$ cat src/rtl/uart_packet_deframer.sv
// UART packet deframer: hunts for a sync byte, then assembles a fixed-length payload into a flat vector.
// Define UART_DEFRAMER_CHECKSUM_EN to require a trailing XOR checksum byte after the payload.
module uart_packet_deframer #(
    parameter int          NUM_FIELDS  = 6,
    parameter int          FIELD_BYTES = 4,
    parameter int          TAIL_BYTES  = 1,
    parameter logic [7:0]  SYNC_BYTE   = 8'hA5,
    parameter int          TIMEOUT_CYC = 100000
) (
    input  logic                                              i_clk,
    input  logic                                              i_rst_n,
    input  logic [7:0]                                        i_data_in,
    input  logic                                              i_data_rdy,
    output logic [(NUM_FIELDS*FIELD_BYTES+TAIL_BYTES)*8-1:0]  o_pkt_data,
    output logic                                              o_pkt_valid,
    input  logic                                              i_pkt_ready,
    output logic                                              o_timeout_err,
    output logic                                              o_overrun_err,
    output logic                                              o_chk_err,
    output logic [15:0]                                       o_pkt_count
);

    localparam int PKT_BYTES = NUM_FIELDS * FIELD_BYTES + TAIL_BYTES;
    localparam int PKT_W     = PKT_BYTES * 8;
    localparam int IDX_W     = $clog2(PKT_BYTES + 1);
    localparam int TMR_W     = $clog2(TIMEOUT_CYC + 1);
    localparam logic [IDX_W-1:0] LAST_IDX = IDX_W'(PKT_BYTES - 1);
    localparam logic [TMR_W-1:0] TMR_LAST = TMR_W'(TIMEOUT_CYC - 1);

    typedef enum logic [1:0] {
        S_HUNT,
        S_RECV,
`ifdef UART_DEFRAMER_CHECKSUM_EN
        S_CHK,
`endif
        S_HOLD
    } state_t;

    state_t             r_state, w_nextState;
    logic [PKT_W-1:0]   r_shadow, w_shadow;
    logic [PKT_W-1:0]   r_pktData, w_pktData;
    logic               r_pktValid, w_pktValid;
    logic [IDX_W-1:0]   r_byteIdx, w_byteIdx;
    logic [TMR_W-1:0]   r_timer, w_timer;
    logic [15:0]        r_pktCount, w_pktCount;
    logic               r_timeoutErr, w_timeoutErr;
    logic               r_overrunErr, w_overrunErr;
`ifdef UART_DEFRAMER_CHECKSUM_EN
    logic [7:0]         r_xorAcc, w_xorAcc;
    logic               r_chkErr, w_chkErr;
`endif

    always_ff @(posedge i_clk) begin
        if (!i_rst_n) begin
            r_state      <= S_HUNT;
            r_shadow     <= '0;
            r_pktData    <= '0;
            r_pktValid   <= 1'b0;
            r_byteIdx    <= '0;
            r_timer      <= '0;
            r_pktCount   <= '0;
            r_timeoutErr <= 1'b0;
            r_overrunErr <= 1'b0;
`ifdef UART_DEFRAMER_CHECKSUM_EN
            r_xorAcc     <= '0;
            r_chkErr     <= 1'b0;
`endif
        end else begin
            r_state      <= w_nextState;
            r_shadow     <= w_shadow;
            r_pktData    <= w_pktData;
            r_pktValid   <= w_pktValid;
            r_byteIdx    <= w_byteIdx;
            r_timer      <= w_timer;
            r_pktCount   <= w_pktCount;
            r_timeoutErr <= w_timeoutErr;
            r_overrunErr <= w_overrunErr;
`ifdef UART_DEFRAMER_CHECKSUM_EN
            r_xorAcc     <= w_xorAcc;
            r_chkErr     <= w_chkErr;
`endif
        end
    end

    always_comb begin
        w_nextState  = r_state;
        w_shadow     = r_shadow;
        w_pktData    = r_pktData;
        w_pktValid   = r_pktValid;
        w_byteIdx    = r_byteIdx;
        w_timer      = r_timer;
        w_pktCount   = r_pktCount;
        w_timeoutErr = 1'b0;
        w_overrunErr = 1'b0;
`ifdef UART_DEFRAMER_CHECKSUM_EN
        w_xorAcc     = r_xorAcc;
        w_chkErr     = 1'b0;
`endif
        case (r_state)
            S_HUNT: begin
                if (i_data_rdy && i_data_in == SYNC_BYTE) begin
                    w_nextState = S_RECV;
                    w_byteIdx   = '0;
                    w_timer     = '0;
`ifdef UART_DEFRAMER_CHECKSUM_EN
                    w_xorAcc    = '0;
`endif
                end
            end
            S_RECV: begin
                if (i_data_rdy) begin
                    w_shadow[8*r_byteIdx +: 8] = i_data_in;
                    w_timer = '0;
`ifdef UART_DEFRAMER_CHECKSUM_EN
                    w_xorAcc = r_xorAcc ^ i_data_in;
`endif
                    if (r_byteIdx == LAST_IDX) begin
`ifdef UART_DEFRAMER_CHECKSUM_EN
                        w_nextState = S_CHK;
`else
                        w_pktData   = w_shadow;
                        w_pktValid  = 1'b1;
                        w_nextState = S_HOLD;
`endif
                    end else begin
                        w_byteIdx = r_byteIdx + 1'b1;
                    end
                end else if (r_timer == TMR_LAST) begin
                    w_timeoutErr = 1'b1;
                    w_nextState  = S_HUNT;
                end else begin
                    w_timer = r_timer + 1'b1;
                end
            end
`ifdef UART_DEFRAMER_CHECKSUM_EN
            S_CHK: begin
                if (i_data_rdy) begin
                    w_timer = '0;
                    if (i_data_in == r_xorAcc) begin
                        w_pktData   = r_shadow;
                        w_pktValid  = 1'b1;
                        w_nextState = S_HOLD;
                    end else begin
                        w_chkErr    = 1'b1;
                        w_nextState = S_HUNT;
                    end
                end else if (r_timer == TMR_LAST) begin
                    w_timeoutErr = 1'b1;
                    w_nextState  = S_HUNT;
                end else begin
                    w_timer = r_timer + 1'b1;
                end
            end
`endif
            S_HOLD: begin
                // A sync byte arriving on the handshake cycle starts the next frame immediately
                if (r_pktValid && i_pkt_ready) begin
                    w_pktValid = 1'b0;
                    w_pktCount = r_pktCount + 16'd1;
                    if (i_data_rdy && i_data_in == SYNC_BYTE) begin
                        w_nextState = S_RECV;
                        w_byteIdx   = '0;
                        w_timer     = '0;
`ifdef UART_DEFRAMER_CHECKSUM_EN
                        w_xorAcc    = '0;
`endif
                    end else begin
                        w_nextState = S_HUNT;
                    end
                end else if (i_data_rdy) begin
                    w_overrunErr = 1'b1;
                end
            end
            default: begin
                w_nextState = S_HUNT;
            end
        endcase
    end

    assign o_pkt_data    = r_pktData;
    assign o_pkt_valid   = r_pktValid;
    assign o_pkt_count   = r_pktCount;
    assign o_timeout_err = r_timeoutErr;
    assign o_overrun_err = r_overrunErr;
`ifdef UART_DEFRAMER_CHECKSUM_EN
    assign o_chk_err     = r_chkErr;
`else
    assign o_chk_err     = 1'b0;
`endif

endmodule
$ cat config.mk
export PLATFORM = sky130hd
export DESIGN_NAME = uart_packet_deframer
export DESIGN_NICKNAME = d
export VERILOG_FILES = /design/src/rtl/uart_packet_deframer.sv
export SDC_FILE = /design/constraint.sdc
export NUM_CORES = 1
export LEC_CHECK = 0
export CORE_AREA = 2 2 182 184
export CTS_BUF_LIST = sky130_fd_sc_hd__clkbuf_4
export DETAILED_ROUTE_END_ITERATION = 10
export DIE_AREA = 0 0 184 186
export PLACE_DENSITY = 0.87
export SETUP_SLACK_MARGIN = 0.05
export SKIP_CTS_REPAIR_TIMING = 1
export SYNTH_ARGS = -nofsm -noshare
export SYNTH_HDL_FRONTEND = slang
export SYNTH_SLANG_ARGS = --single-unit
export TNS_END_PERCENT = 100
$ cat constraint.sdc
create_clock -name i_clk -period 3.8 [get_ports i_clk]
set_input_delay 0.76 -clock i_clk [delete_from_list [all_inputs] [get_ports i_clk]]
set_output_delay 0.76 -clock i_clk [all_outputs]
set_load 0.01 [all_outputs]
# ---- Yosys cells after proc, flatten, opt, wreduce, memory -nomap -nowiden
# Index checks and enable logic that the tools add are counted.
dict set report op_classes {
  add_sub_neg 4
  n_eq_ne 13
  shifts 2
  n_mux 24
  n_bitwise 3
  reduce_logical 14
}
# operator n
set op_table {}
lappend op_table {{bitwise mux 200 bit} 1}
lappend op_table {{variable shift 8 x 34 -> 200 bit, first input constant} 1}
lappend op_table {{variable part select 8 x 34 -> 200 bit} 1}
lappend op_table {{two-way mux 17 bit} 4}
lappend op_table {{one-hot mux 17 bit (3 select lines)} 1}
lappend op_table {{negation 8 -> 34 bit} 1}
lappend op_table {{two-way mux 5 bit} 4}
lappend op_table {{adder 17 x 1 -> 17 bit, second input constant} 1}
lappend op_table {{equality test 17 bit, second input constant} 1}
lappend op_table {{adder 16 x 1 -> 16 bit, second input constant} 1}
lappend op_table {{one-hot mux 5 bit (3 select lines)} 1}
lappend op_table {{AND reduction 4 bit} 3}
lappend op_table {{two-way mux 2 bit} 5}
lappend op_table {{!= test 2 bit, second input constant} 5}
lappend op_table {{!= test 3 bit, second input constant} 3}
lappend op_table {{equality test 8 bit, second input constant} 1}
lappend op_table {{two-way mux 1 bit} 6}
lappend op_table {{one-hot mux 2 bit (3 select lines)} 1}
lappend op_table {{AND reduction 3 bit} 2}
lappend op_table {{OR reduction 3 bit} 2}
lappend op_table {{adder 5 x 1 -> 5 bit, second input constant} 1}
lappend op_table {{equality test 5 bit, second input constant} 1}
lappend op_table {{AND reduction 2 bit} 2}
lappend op_table {{inverter 1 bit} 3}
lappend op_table {{other kinds (7)} 8}
dict set report word_totals {
  register_bits 443
  out_inout_bits 220
  word_cells 69
}

# ---- Longest topological paths before layout
dict set report logic_depth {
  word_depth 5
  ltp_mapped 13
}

# ---- Worst setup path after synthesis
# No wires, ideal clock.
dict set report synth_path {
  path_kind {register -> register}
  start {register r_byteIdx[0]}
  end {register r_shadow[89]}
  setup_ps 116
  arrival_time_ps 2855
  setup_slack_ps 829
  stages_incl_launch_ff 13
  path_cell_list {dfxtp_1 -> buf_2 -> inv_1 -> ha_1 -> nand2b_1 -> nor2_1 -> ha_1 -> nor2b_1 -> clkbuf_1 -> nand3_4 -> nor3_4 -> mux2i_1 -> nor2b_1}
}
dict set report synth_via {
  elab_chain_len 3
}
# element line_no
set synth_lines {}
lappend synth_lines {{start: declaration} 43} ;# logic [IDX_W-1:0] r_byteIdx, w_byteIdx;
lappend synth_lines {{start signal: assignment} 73} ;# r_byteIdx <= w_byteIdx;
lappend synth_lines {{negation 8 -> 34 bit *} 112} ;# w_shadow[8*r_byteIdx +: 8] = i_data_in;
lappend synth_lines {{variable part select 8 x 34 -> 200 bit or variable shift 8 x 34 -> 200 bit (tied branches)} 112}
lappend synth_lines {{bitwise mux 200 bit *} 112}
lappend synth_lines {{end signal: assignment} 70} ;# r_shadow <= w_shadow;
lappend synth_lines {{end: declaration} 40} ;# logic [PKT_W-1:0] r_shadow, w_shadow;
# Mark *: on every way between the ends. The rest lies on a longest branch, timed or not.
# A chain may end at the register's enable or synchronous reset.

# ---- Worst setup path after layout
dict set report layout_path {
  start {register r_byteIdx[0]}
  end {register r_shadow[28]}
}
# The elaborated chain is that of the path after synthesis.

==> metrics.csv <==
stage,metric,value,unit
clock_network,cts_max_level,3,
yosys,syn_area,18100,µm²
setup_path,worstSetupEndpointType,flip-flop,
run_status,outcome,"finished, final reports clean",
clock_network,clk_latency,0.80,ns
route,route.detailed.drc,0,
global_route,grt_usage,28.6,%
clock_network,clk_root_buffer_cell,clkbuf_4,
timing,max_slew.worst_pin.slew,0.934,ns
power,p_switching,2.04,mW
worst_hold_path,hp-class,in -> reg,
yosys,yosysSeqAreaShare,49.0,%
yosys,syn_area_per_cell,8.89,µm²
die,dieArea,34200,µm²
power,p_sw_share,23.1,%
timing,setup_viol,0,
yosys,mappedNetlistNets,2053,
run,cap_violations,0,
power,pwr-share-comb,2.2,%
setup_path,crit_required,4.45,ns
clock_network,cts_buffers,106,
yosys,yosys_warnings,0,
yosys,synth_cell_type_count,61,
timing,rsz0062_at_grt,false,
place,pre_cts_ws,0.387,ns
cells_and_area,final_common_cell,dfxtp_1,
route,drt_iter0_drc,1507,
global_route,grt_first_pass_wirelength,77.8,mm
timing,setup_ws,0.316,ns
clock_network,cts_tree,done,
route,postRouteAntennaNets,0,
setup_path,crit_arrival,4.14,ns
cells_and_area,final_nets,2265,
power,power.leakage,7.60,nW
global_route,globalRouteOverflowTotal,0,
route,wl_per_cell,18.2,µm
timing,max_slew_margin,37.8,%
yosys,async_flop_share,0,%
timing,fin_skew,0.0589,ns
global_route,antenna_found_initial,3,
cells_and_area,most-common-layout-cells,"dfxtp_1, nand2_1, clkdlybuf4s50_1",
timing,fmax,287,MHz
power,p_int,6.79,mW
route,dr.pass1.iters,6,
power,power_frac_clock,45.2,%
yosys,synth-seq-cells,443,
die,rows,66,
global_route,grt_pass1_vias,15200,
worst_hold_path,whs_path_depth,3,
clock_network,cts_num_sinks,443,
power,powerDensity,401,nW/µm²
cells_and_area,syn_to_final_growth,21.7,%
setup_path,start_kind,flip-flop,
die,io_pins,232,
power,seqPwrFrac,52.6,%
route,vias,15800,
timing,hold_violations,0,
global_route,grt_max_degree,165,
power,vdd_ir_drop_max,0.278,mV
setup_path,worstRegToRegCells,10,
clock_network,cts.path.max_buffers,3,
setup_path,worstPathMaxFanout,16,
yosys,synth_cells,2036,
timing,period_needed,3.48,ns
timing,tns,0,ns
die,core,32200,µm²
timing,maxSlewViolCount,0,
yosys,synth_edf_count,0,
route,vias_per_cell,5.76,
timing,fin_crit_sh,91.7,%
power,power.total,8.82,mW
clock_network,clkTransAtPathRegs,0.07,ns
cells_and_area,drive_gt1_share,10.2,%
yosys,synthFlopType,dfxtp_1,
route,drt-total-wl,50.1,mm
die,dieWidth,184,µm
die,start_util,56.2,%
setup_path,criticalPathCategory,reg -> reg,
place,dp_hpwl,32.3,mm
place,port_buffers,230,
die,die_y,186,µm
place,gp_congestion,0.917,
[synth_stat cells, drive strengths merged (2+ instances only)]
library cell    n  area [µm²]
a211oi          9        67.6
a21boi        207        1550
a21o            2        15.0
a21oi          81         405
a221oi          3        26.3
a22o            3        26.3
and2           28         178
and3           15        93.8
and4            6        52.6
and4b           4        40.0
buf            33         194
clkbuf        131         493
dfxtp         443        8870
ha              5        62.6
inv             8        30.0
mux2i         138        1380
nand2         423        1590
nand2b          9        56.3
nand3          94         488
nand3b          2        15.0
nand4          20         125
nor2           35         134
nor2b          71         444
nor3           37         284
nor3b           3        22.5
nor4           11         174
nor4bb          2        20.0
o211ai          3        22.5
o21a            2        15.0
o21ai         149         746
o22a            2        17.5
o31ai          14         110
or2             4        25.0
or3            13        86.3
or4             4        30.0
xnor2           8        77.6
xor2            7        68.8
[metrics by stage]
step | instance area, µm² | hold slack, ns | std cells | util (%)
floorplan | 18100 | 0.435 | 2036 | -
global placement | 20600 | 0.444 | 2548 | 64.0
detailed placement | 20600 | 0.449 | 2548 | 64.0
CTS | 22000 | 0.408 | 2740 | 68.3
global route | 22000 | 0.442 | 2743 | 68.4
finish | 22000 | 0.438 | 2744 | 68.4
[path summary, 6_finish.rpt]
check,from,end,slack (ns)
worst min register to register,r_shadow[157],o_pkt_data[157],0.45
worst min-delay path,i_rst_n,o_overrun_err,0.44
worst max register to register,r_byteIdx[0],r_shadow[28],0.32
worst max-delay path,r_byteIdx[0],r_shadow[28],0.32
[flip-flops by register name (all words and copies together) (netlist names)]
signal	flops
o_overrun_err	1
o_pkt_valid	1
o_pkt_count	16
r_state	2
o_timeout_err	1
r_byteIdx	5
r_shadow	200
o_pkt_data	200
r_timer	17
[final cells by class]
class	instances	area (µm²)
repair buffers	268	2680
clock inverters	37	236
clock buffers	155	1160
inverters	8	30.0
flip-flops and latches	443	8870
multi-input cells	1421	8520
fillers	2441	10200
diodes	4	10.0
well taps	408	510
[routing by layer]
metal	part of all wire, %	GRT usage, %	routed length [µm]
met5	0	0	0
met2	47	46.5	23600
met4	3.0	13.1	1520
met1	40	35.8	20300
met3	9.2	7.47	4620
[power groups by stage]
stage          registers (mW)  logic [mW]  clock network, mW
2_1_floorplan            4.75       0.118                  0
3_3_place_gp             4.75       0.183                  0
3_5_place_dp             4.75       0.185                  0
4_1_cts                  4.64       0.185               4.04
5_1_grt                  4.64       0.198               4.31
6_report                 4.64       0.191               3.99
[logic make-up after synthesis]
family	synth area share, %
AND/OR/NAND/NOR	21.4
flip-flops	49.0
buffers and inverters	3.96
XOR/XNOR	0.809
AO/OA/AOI/OAI	16.8
multiplexers	7.63
other	0.0207
adder cells (fa/ha/maj)	0.346
[worst max-delay path, cell delays in order, from the launching register on]
cell	delay [ns]
dfxtp_1	0.61
inv_1	0.10
ha_1	0.33
nand2b_1	0.15
nor2_1	0.06
ha_1	0.34
nor2b_1	0.43
nand3_4	0.36
nor4_4	0.60
nand2_1	0.13
a21boi_0	0.22
(Power assumes the default switching activity.)
==> edit, RTL diff (same settings) <==
Encoding of `state_t`: now one-hot (3 bits for 3 states).
--- a/src/rtl/uart_packet_deframer.sv
+++ b/src/rtl/uart_packet_deframer.sv
@@ -27,13 +27,13 @@
     localparam logic [IDX_W-1:0] LAST_IDX = IDX_W'(PKT_BYTES - 1);
     localparam logic [TMR_W-1:0] TMR_LAST = TMR_W'(TIMEOUT_CYC - 1);
 
-    typedef enum logic [1:0] {
-        S_HUNT,
-        S_RECV,
+    typedef enum logic [2:0] {
+        S_HUNT = 3'b001,
+        S_RECV = 3'b010,
 `ifdef UART_DEFRAMER_CHECKSUM_EN
         S_CHK,
 `endif
-        S_HOLD
+        S_HOLD = 3'b100
     } state_t;
 
     state_t             r_state, w_nextState;
Check against the original RTL: same outputs for any inputs over 4 cycles, from zero or initial values and one cycle with i_rst_n low; so few cycles prove little.
==> edit against the unedited design <==
Non-clock buffer count down 3; sequential share of layout area up 1.3 points; area after synthesis down 3.0%; cell count about the same; critical path depth down 1; maximum frequency up 0.35%; via count about the same; design area down 2.8%; sequential cell count up 1; power down 2.3%; combinational power down 22%; worst setup slack better by 0.012 ns; wire length down 2.6%; critical endpoint is now r_shadow[75]; largest power group unchanged.
==> edit: results (changes against the unedited design) <==
The total number of nets in the final design came out at 2268 (+0.13%). The total clock buffers created by CTS is 107 (+0.94%). The data arrival at the endpoint of the critical path is 4.14 ns (about the same). Ranked by total cell area, the synthesized netlist is headed by dfxtp_1 (51%), o21ai_0 (7.2%), mux2i_1 (6.8%).

The worst hold path begins at i_rst_n. The area after detailed placement is 20100 um^2 (-2.7%). The total wire length is 48.8 mm (-2.6%). The leakage power came out at 0.00810 uW (+6.6%). The count of routing violations after the opening detailed-route iteration was 1581 (+4.9%). The path class of the tightest hold or removal check is in -> reg.

The biggest cell delay along the critical path is 0.60 ns. The slowest stage of the critical path belongs to the cell dfxtp_1. In this run the critical register-to-register path is captured at r_shadow[75]. The maximum resistive drop on vdd is 0.224 mV (-19%). The transition time at the pin with the least slew margin came to 0.888 ns (-0.0461 ns). The average routed wire per standard cell came to 17.8 um (-2.6%).

The maximum clock insertion buffer count is 3 (unchanged). Tracing the worst setup path back leads to its startpoint at r_byteIdx[0]. The number of vias per cell is 5.76 (about the same). The post-placement worst setup slack is 0.477 ns (+0.0902 ns).

The instance count after placement with tap cells included is 2550 (+0.078%). The share of post-route cells with drive strength above 1 is 0.101 (-0.000944). The clock skew came out at 0.0572 ns (-0.00163 ns).

The clock network latency to the later pin of the worst-skew pair is 0.78 ns (-0.02 ns). The HPWL after detailed placement is 32.1 mm (-0.51%). The first-pass iteration count of the detailed router came out at 6 (unchanged). The clock root buffer is clkbuf_4. The CTS H-tree depth is 3 (unchanged). The gate count of the mapped netlist is 2035 (-0.049%).

The flow ran to the end, and the final reports show no timing, DRC or antenna violations. The proportion of synthesized chip area in sequential cells was 0.506 (+0.0161). The number of fillers in the final layout is 2467 (+1.1%).

The via count of the first global-routing pass came to 15300 (+0.39%). The total nets after synthesis came out at 2052 (-0.049%). The number of warning messages in the yosys log was 0 (unchanged).

The reg2reg setup slack is around 0.33 ns. The total global-route track usage came to 0.280 (-0.00666). The initial antenna violation count is 1 (-2). The wire length of the first global-routing pass was 76.8 mm (-1.3%). The register clock-pin slew on the reported worst setup and hold paths was 0.07 ns (about the same). For hold timing, the worst endpoint is o_pkt_data[195]. The worst hold margin is 0.401 ns (-0.0366 ns). The pin count of the biggest net entering global routing came out at 129 (-22%).

The worst-case reg-to-reg path depth came out at 9 (-1). The final weighted congestion of routability-driven global placement came to 0.937 (+2.2%). The share of async-settable or async-resettable flops after synthesis came out at 0 (unchanged). The worst hold path cell count came out at 3 (unchanged). The number of distinct library cells after synthesis is 62 (+1.6%). The count of buffers from port buffering is 230 (unchanged). The maximum fanout encountered on the critical timing path came out at 15 (-1).

The commonest cells after synthesis are dfxtp_1 (444), nand2_1 (291), o21ai_0 (252).
edit: how the worst max path moves through the flow:
stage,depth (start not counted),slack (ns),end
floorplan,12,0.79,r_shadow[72]
global placement,9,0.59,r_shadow[77]
detailed placement,9,0.48,r_shadow[75]
CTS,9,0.42,r_shadow[75]
global route,9,0.13,r_shadow[73]
finish,9,0.33,r_shadow[75]
edit: report_power, final:
| part | internal, uW | switching, uW | leakage (uW) |
|---|---|---|---|
| clock | 1940 | 1890 | 0.000802 |
| sequential | 4650 | 0.205 | 0.00357 |
| combinational | 37.0 | 112 | 0.00373 |
edit: cell families after synthesis:
kind of cell	after synthesis	share of synthesized area
xor gates and xnor gates	20	0.00998
muxes	119	0.0678
AOI/OAI and AO/OA	454	0.152
DFF	444	0.506
other	1	0.000214
buffers and inverters	165	0.0388
adders and majority gates	5	0.00356
and+or+nand+nor	827	0.221
edit: per-layer routing:
layer	up-vias	wire length, um	share of wire	GRT usage
met3	141	3820	0.078	0.0603
met2	689	22600	0.46	0.452
li1	7548	-	-	-
met5	-	0	0	0
met4	0	1780	0.036	0.134
met1	7419	20600	0.42	0.357
edit: critical path, delay by kind of cell (launching register included):
kind                       cells  cell delay, ns
and+or+nand+nor                5            1.79
DFF                            1            0.60
muxes                          1            0.25
adders and majority gates      2            0.63
buffers and inverters          1            0.12
edit: cell type report:
| cell class | count | area (um^2) | share of cell area |
|---|---|---|---|
| clock buffers | 161 | 1210 | 0.0565 |
| diodes | 1 | 2.50 | 0.000117 |
| multi-input cells | 1426 | 8010 | 0.374 |
| clock inverters | 31 | 138 | 0.00643 |
| flip-flops and latches | 444 | 8890 | 0.415 |
| inverters | 7 | 26.3 | 0.00123 |
| well taps | 408 | 510 | 0.0239 |
| repair buffers | 265 | 2620 | 0.122 |
